## config.mk

```make
export PLATFORM = sky130hd
export DESIGN_NAME = value_router_pipe
export DESIGN_NICKNAME = d
export VERILOG_FILES = /design/src/rtl/value_router_pipe.sv
export SDC_FILE = /design/constraint.sdc
export NUM_CORES = 1
export LEC_CHECK = 0
export BUFFER_PORTS_ARGS = -buffer_cell sky130_fd_sc_hd__buf_4
export CORE_MARGIN = 4
export CORE_UTILIZATION = 45
export DETAILED_ROUTE_END_ITERATION = 6
export GPL_ROUTABILITY_DRIVEN = 0
export PLACE_DENSITY_LB_ADDON = 0.3
export REMOVE_ABC_BUFFERS = 1
export SLEW_MARGIN = 20
export SYNTH_ARGS = -nofsm -noshare
export SYNTH_HDL_FRONTEND = slang
export SYNTH_SLANG_ARGS = --single-unit
```

## constraint.sdc

```tcl
create_clock -name clk -period 1.65 [get_ports clk]
set_input_delay 0.2475 -clock clk [delete_from_list [all_inputs] [get_ports clk]]
set_output_delay 0.2475 -clock clk [all_outputs]
set_load 0.03 [all_outputs]
```

## src/rtl/value_router_pipe.sv

```systemverilog
// value_router_pipe: two-stage compare-and-route stage for the QuickQ priority queue.
// S1 registers the operand pair and the compare result; S2 registers the routed
// winner/loser and fb. Valid/ready on both sides, full throughput, bubbles collapse.
// Optional build macro: VALUE_ROUTER_STATS_EN adds swap_cnt / reg_win_cnt outputs.
module value_router_pipe #(
    parameter int KEY_W    = 16,
    parameter int VAL_W    = 16,
    parameter bit MIN_MODE = 1'b0,
    parameter bit SIGNED   = 1'b0,
    // Payload ports keep one bit when VAL_W = 0 (key-only entries, tied/unused)
    localparam int VW      = (VAL_W > 0) ? VAL_W : 1
) (
    input  logic             clk,
    input  logic             rst_n,
    input  logic             flush,
    input  logic             in_valid,
    output logic             in_ready,
    input  logic [KEY_W-1:0] reg_key,
    input  logic [VW-1:0]    reg_val,
    input  logic [KEY_W-1:0] ram_key,
    input  logic [VW-1:0]    ram_val,
    input  logic             ram_empty,
    output logic             out_valid,
    input  logic             out_ready,
    output logic [KEY_W-1:0] win_key,
    output logic [VW-1:0]    win_val,
    output logic [KEY_W-1:0] lose_key,
    output logic [VW-1:0]    lose_val,
`ifdef VALUE_ROUTER_STATS_EN
    output logic [15:0]      swap_cnt,
    output logic [15:0]      reg_win_cnt,
`endif
    output logic             fb
);

    logic             s1_valid;
    logic             s1_ram_wins;
    logic [KEY_W-1:0] s1_reg_key;
    logic [VW-1:0]    s1_reg_val;
    logic [KEY_W-1:0] s1_ram_key;
    logic [VW-1:0]    s1_ram_val;
    logic             s2_ready;
    logic             ram_ge;
    logic             ram_le;
    logic             ram_wins;
    logic             s1_load;
    logic             s2_load;

    // Handshake: each stage can advance when the stage after it drains; flush blocks intake
    always_comb begin
        s2_ready  = !out_valid || out_ready;
        in_ready  = (!s1_valid || s2_ready) && !flush;
        s1_load   = in_valid && in_ready;
        s2_load   = s1_valid && s2_ready && !flush;
    end

    // Key compare; ties go to the BRAM entry so equal keys keep FIFO order
    always_comb begin
        if (SIGNED) begin
            ram_ge = $signed(ram_key) >= $signed(reg_key);
            ram_le = $signed(ram_key) <= $signed(reg_key);
        end else begin
            ram_ge = ram_key >= reg_key;
            ram_le = ram_key <= reg_key;
        end
        ram_wins = !ram_empty && (MIN_MODE ? ram_le : ram_ge);
    end

    // S1: capture operands and compare bit
    always_ff @(posedge clk or negedge rst_n) begin
        if (!rst_n) begin
            s1_valid    <= 1'b0;
            s1_ram_wins <= 1'b0;
            s1_reg_key  <= '0;
            s1_reg_val  <= '0;
            s1_ram_key  <= '0;
            s1_ram_val  <= '0;
        end else begin
            if (flush) begin
                s1_valid <= 1'b0;
            end else if (!s1_valid || s2_ready) begin
                s1_valid <= in_valid;
            end
            if (s1_load) begin
                s1_ram_wins <= ram_wins;
                s1_reg_key  <= reg_key;
                s1_reg_val  <= reg_val;
                s1_ram_key  <= ram_key;
                s1_ram_val  <= ram_val;
            end
        end
    end

    // S2: route winner/loser to the output registers, hold while downstream stalls
    always_ff @(posedge clk or negedge rst_n) begin
        if (!rst_n) begin
            out_valid <= 1'b0;
            fb        <= 1'b0;
            win_key   <= '0;
            win_val   <= '0;
            lose_key  <= '0;
            lose_val  <= '0;
        end else begin
            if (flush) begin
                out_valid <= 1'b0;
            end else if (s2_ready) begin
                out_valid <= s1_valid;
            end
            if (s2_load) begin
                fb       <= s1_ram_wins;
                win_key  <= s1_ram_wins ? s1_ram_key : s1_reg_key;
                win_val  <= s1_ram_wins ? s1_ram_val : s1_reg_val;
                lose_key <= s1_ram_wins ? s1_reg_key : s1_ram_key;
                lose_val <= s1_ram_wins ? s1_reg_val : s1_ram_val;
            end
        end
    end

`ifdef VALUE_ROUTER_STATS_EN
    // Saturating per-winner counts of delivered results; flush clears them
    always_ff @(posedge clk or negedge rst_n) begin
        if (!rst_n) begin
            swap_cnt    <= '0;
            reg_win_cnt <= '0;
        end else if (flush) begin
            swap_cnt    <= '0;
            reg_win_cnt <= '0;
        end else if (out_valid && out_ready) begin
            if (fb) begin
                if (swap_cnt != '1) swap_cnt <= swap_cnt + 16'd1;
            end else begin
                if (reg_win_cnt != '1) reg_win_cnt <= reg_win_cnt + 16'd1;
            end
        end
    end
`endif

endmodule
```

==> results of run 1 <==
## cell usage after synthesis
library cell | instances | area [µm²]
a32oi_1 | 1 | 8.76
inv_1 | 19 | 71.3
mux2_4 | 46 | 691
mux2_2 | 3 | 33.8
o21ai_0 | 19 | 95.1
ha_1 | 16 | 200
dfrtp_1 | 132 | 3300
nand2b_1 | 2 | 12.5
nor3b_2 | 1 | 12.5
buf_4 | 1 | 7.51
buf_6 | 6 | 67.6
mux2i_1 | 65 | 651
nor2_1 | 69 | 259
a21oi_1 | 71 | 355
nand4_1 | 2 | 12.5
a211oi_2 | 1 | 12.5
a211o_1 | 1 | 8.76
nand3_1 | 1 | 5.00
nand2_1 | 20 | 75.1
a2111o_1 | 1 | 11.3
buf_2 | 19 | 95.1
clkbuf_1 | 5 | 18.8
a31oi_1 | 1 | 6.26
a211oi_1 | 1 | 7.51
nor2b_4 | 1 | 13.8
## timing repair
item                                   in CTS  in global routing
buffers inserted                            0                  0
hold buffers                                1                  0
endpoints found under the hold margin      46                  0
## final cells by class
type	instances	area, µm²
Clock inverter	10	131
Multi-Input combinational cell	322	2490
Inverter	19	71.3
Timing Repair Buffer	154	1260
Tap cell	176	220
Clock buffer	22	454
Sequential cell	132	3310
Fill cell	1049	5260
## power breakdown
part | internal [W] | switching [W] | leakage, nW
registers | 0.00389 | 0.000457 | 1.52
clock network | 0.00240 | 0.00132 | 0.288
logic | 0.00140 | 0.00172 | 2.01
## worst max-delay path by stage
| stage | from | endpoint |
|---|---|---|
| detailed placement | ram_key[0] | s1_ram_wins |
| finish | out_valid | s1_ram_val[8] |
| floorplan | out_valid | fb |
| global route | out_valid | s1_ram_key[10] |
| global placement | reg_key[0] | s1_ram_wins |
| CTS | out_valid | s1_ram_val[15] |
## logic make-up (layout without fill, tap and decap cells)
group	count (synthesis)	count (layout)	share of synthesized area [%]
flops	132	132	54.7
mux	114	114	22.8
compound gates	96	96	8.38
simple gates	96	96	6.47
buf+inv	50	205	4.31
fa+ha+maj	16	16	3.32
## per-stage QoR
stage / cells / utilization [%] / setup WS (ns)
6_report: 835 / 60.1 / 0.0959
5_1_grt: 835 / 60.1 / 0.0533
4_1_cts: 835 / 60.1 / 0.0966
3_5_place_dp: 802 / 55.6 / -0.00102
3_3_place_gp: 802 / 55.6 / 0.0417
2_1_floorplan: 473 / - / -3.32
## routing by layer
layer	track usage, %	share of wire (%)	vias to the layer above
met5	0	0	-
met4	6.37	1.3	0
met3	4.31	5.7	17
met2	27.4	49	113
met1	22.8	44	2008
li1	-	-	2030
## registers in the layout, indices dropped and copies added, names as in the netlist, 16 cells and up
register,flops
win_val,16
s1_ram_val,16
s1_reg_key,16
lose_key,16
s1_reg_val,16
s1_ram_key,16
lose_val,16
win_key,16
## worst max-delay path, stage by stage, from the launching register on
cell,delay [ns]
dfrtp_1,0.37
nor2b_4,0.15
a211o_4,0.37
buf_12,0.19
mux2_4,0.32
==> flow_summary.ini, run 1 <==
[clock_network]
clk_pin_slew_ns = 0.06
clkSinkCount = 132
cts-root-buf = clkbuf_16
cts_resized = 0
numCtsBuffers = 17
htreeDepth = 4
cts_tree = yes
clock_path_buffers = 2
insertion_delay_ns = 0.41

[cells_and_area]
layout_commonest_cell = buf_4
final_nets = 732
areaGrowthSynthToFinish_pct = 31.5
final_layout_size_suffix_gt1_share_pct = 35.7
final_area_mm2 = 0.00793
layout_common_cells = 144 x buf_4, 131 x dfrtp_1, 71 x a21oi_1
num_antenna_cells = 0

[timing]
hold_viol_final = 0
finalSetupTns_ns = 0
rsz0062_at_grt = no
max_freq_mhz = 643
maxSlewViolCount = 0
max_slew.worst_pin.slew_ns = 0.497
finalSetupViolCount = 0
fin_crit_sh_pct = 94.2
hold_ws_ns = 0.0547
fin_crit_ns = 1.55
fin_skew_ns = 0.00863
relSlewSlack_pct = 66.9

[global_routing]
track_usage_pct = 17.2
antenna_found_initial = 0
overflow = 0
grt_max_degree = 81
grt_pass1_vias = 4150
grt_pass1_wl_mm = 20.4

[logic_synthesis]
ys_ff_latch = 132
ys_seq_area_share_pct = 54.7
synthesis.area_mm2 = 0.00603
postSynthCellCount = 504
ys_warn_count = 0
syn_area_per_cell_um2 = 12.0
ys_types = 25

[critical_path]
reg2reg_to = s1_ram_val[8]
path_class = register to register
path_max_fanout = 44
start_kind = register
r2r_setup_slack_ns = 0.1
end_kind = register
crit_required_ns = 1.94
crit_arrival_ns = 1.84
reg2regPathDepth = 4
r2r_start = out_valid

[place]
placed_area_mm2 = 0.00734
io_buffers = 136
hpwlAfterDp_mm = 9.14

[floorplanning]
start_util_pct = 45.8
die_h_um = 124
die_w_um = 124
core_mm2 = 0.0132
rows = 42
die_area_mm2 = 0.0153
ioPinCount = 137

[power_and_ir_drop]
pwr_density_cell_mw_per_mm2 = 1410
power_w = 0.0112
vdd_drop_max_mv = 0.724
power.leakage_nw = 3.82

[status]
status = finished, final reports clean

[detailed_routing]
firstDrtPassIters = 5
routed_wl_mm = 12.7
drtIter0Drc = 185
postRouteAntennaNets = 0
drt-wirelength-per-cell_um = 15.2
drc = 0
num_vias = 4168
via_per_inst = 4.99

[hold_path]
hp-class = input pin to register
whs_path_depth = 2
holdPathEnd = out_valid
worstHoldStart = flush

[job]
cap_viol_max_count = 0
Note: power is estimated with default switching activity, not from simulation.
==> run 2, diff against run 1 <==
- ABC_AREA: default -> 1
- REMOVE_ABC_BUFFERS: 1 -> default
==> flow_summary.ini, run 2 <==
[floorplanning]
die_h_um = 123
rows = 41
start_util_pct = 46.7
ioPinCount = 137
die_area_mm2 = 0.0152
core_mm2 = 0.0128
die_w_um = 123

[global_routing]
grt_max_degree = 69
overflow = 0
track_usage_pct = 20.8
grt_pass1_vias = 5052
grt_pass1_wl_mm = 24.6
antenna_found_initial = 1

[cells_and_area]
final_layout_size_suffix_gt1_share_pct = 22.7
final_nets = 918
num_antenna_cells = 0
final_area_mm2 = 0.00790
layout_commonest_cell = nand2_1
fin_util_pct = 61.6
areaGrowthSynthToFinish_pct = 32.0
layout_common_cells = 267 x nand2_1, 143 x buf_4, 131 x dfrtp_1

[hold_path]
hp-class = input pin to register

[logic_synthesis]
ys_top_cells_by_area = dfrtp_1 55%, nand2_1 17%, a31oi_1 6.7%
syn_area_per_cell_um2 = 8.52
synth_top_area_share_pct = 55.2
ys_async_sr_fraction_pct = 100
postSynthCellCount = 703
ys_types = 21
synth_flop_cell = dfrtp_1
ys_warn_count = 0
post-synth-top-count-cell = nand2_1
synthesis.area_mm2 = 0.00599
synth_area_leader_cell = dfrtp_1
ys_ff_latch = 132
ys_seq_area_share_pct = 55.2
yosys-top-cells-count = 267 x nand2_1, 132 x dfrtp_1, 68 x nor2_1
syn_nets = 789
synth_edf_count = 0

[critical_path]
reg2reg_to = s1_ram_wins
crit_path_start = out_valid
crit_arrival_ns = 1.35
crit_required_ns = 1.40
reg2regPathDepth = 11
path_max_fanout = 3
slowest_stage = dfrtp_1
cpPeakStageDelay_ns = 0.34
cpLargestDelayFamily = flip-flops
crit_cells = 7
r2r_setup_slack_ns = 0.11
start_kind = register
end_kind = output pin
crit_buf_inv = 4
crit_path_end = in_ready
r2r_start = out_valid
cp_common_cell = nand2_1
path_cells = inv_1 > nor2_2 > nand2_1 > nand2_1 > inv_2 > buf_12 > buf_8
path_class = register to output pin

[power_and_ir_drop]
power_w = 0.0114
power.leakage_nw = 3.94
vdd_drop_max_mv = 0.763
pwr_density_cell_mw_per_mm2 = 1440

[clock_network]
clk_pin_slew_ns = 0.05
htreeDepth = 4
cts_tree = yes
numCtsBuffers = 17
cts-root-buf = clkbuf_16
clock_path_buffers = 2
insertion_delay_ns = 0.41
clkSinkCount = 132

[timing]
fin_skew_ns = 0.0155
finalSetupViolCount = 0
maxSlewViolCount = 0
hold_viol_final = 0
max_freq_mhz = 627
max_slew.worst_pin.slew_ns = 0.400
fin_crit_ns = 1.60
setup_ws_ns = 0.0539
rsz0062_at_grt = yes
fin_crit_sh_pct = 96.7
relSlewSlack_pct = 73.3
finalSetupTns_ns = 0

[detailed_routing]
num_vias = 5250
routed_wl_mm = 15.3
drt-wirelength-per-cell_um = 15.0
via_per_inst = 5.16
drc = 0
firstDrtPassIters = 5
postRouteAntennaNets = 0
drtIter0Drc = 479

[status]
status = finished, final reports clean

[place]
placed_area_mm2 = 0.00714
io_buffers = 136
place_ws_ns = 0.211
hpwlAfterDp_mm = 10.2

[job]
cap_viol_max_count = 0
-- run 2: cell count changes in the layout (fill, tap and decap cells not counted), sizes merged, moves of 3 or more --
cell / change
a21oi: -64
a31oi: +63
nand2: +248
bufinv: +3
mux2i: -65
mux2: -49
inv: +8
nand3: +48
-- run 2: worst register-to-register path, stage by stage (launching register included) --
cell and delay (ns):
dfrtp_1 0.34, inv_1 0.05, nor2_2 0.11, nand2_1 0.07
nand2_1 0.08, inv_2 0.05, buf_4 0.14, nand2_2 0.20
buf_12 0.21, nor2_1 0.06, nand2_1 0.06, nand2_1 0.04
-- run 2: power by group --
group	total (W)	switching [W]	internal (W)
logic	0.00291	0.00179	0.00112
clock network	0.00419	0.00132	0.00287
registers	0.00429	0.000435	0.00385
-- run 2: repair_timing --
action                     CTS  global route
hold endpoints to repair    28             0
resized for setup            1             2
setup endpoints to repair    1            10
hold buffers                 1             0
cloned                       2             0
setup buffers                1             2
pin swaps                    0             2
-- run 2: through the flow --
step | hold WS [ns] | std cells
6_report | 0.0697 | 1017
3_3_place_gp | 0.151 | 979
3_5_place_dp | 0.152 | 979
5_1_grt | 0.0511 | 1017
2_1_floorplan | -0.0481 | 703
4_1_cts | 0.0593 | 1015
-- run 2: worst min path at each step --
stage	start	endpoint	slack (ns)	cells past startpoint
floorplan	rst_n	fb	-0.05	0
global placement	rst_n	win_val[12]	0.15	1
detailed placement	rst_n	lose_val[12]	0.15	1
CTS	reg_val[4]	s1_reg_val[4]	0.06	3
global route	flush	s1_valid	0.05	2
finish	flush	s1_valid	0.07	2
-- run 2: cell families (layout without fill, tap and decap cells) --
family	count (synthesis)	after routing	share of synthesized area [%]
AO/OA/AOI/OAI	91	91	8.94
adder cells (fa/ha/maj)	16	16	3.34
buffers and inverters	75	217	6.85
flip-flops	132	132	55.2
AND/OR/NAND/NOR	389	389	25.7
-- run 2: final cells by class --
type / count / area [µm²]
inverters: 28 / 106
clock inverters: 10 / 203
repair buffers: 157 / 1350
fillers: 1124 / 4920
clock buffers: 22 / 454
multi-input cells: 496 / 2270
well taps: 172 / 215
flip-flops and latches: 132 / 3300
-- run 2: routing by layer --
metal	global-route usage, %	part of all wire, %
met4	5.81	0.52
met2	31.7	47
met1	29.3	44
met3	5.86	8.2
met5	0	0.085
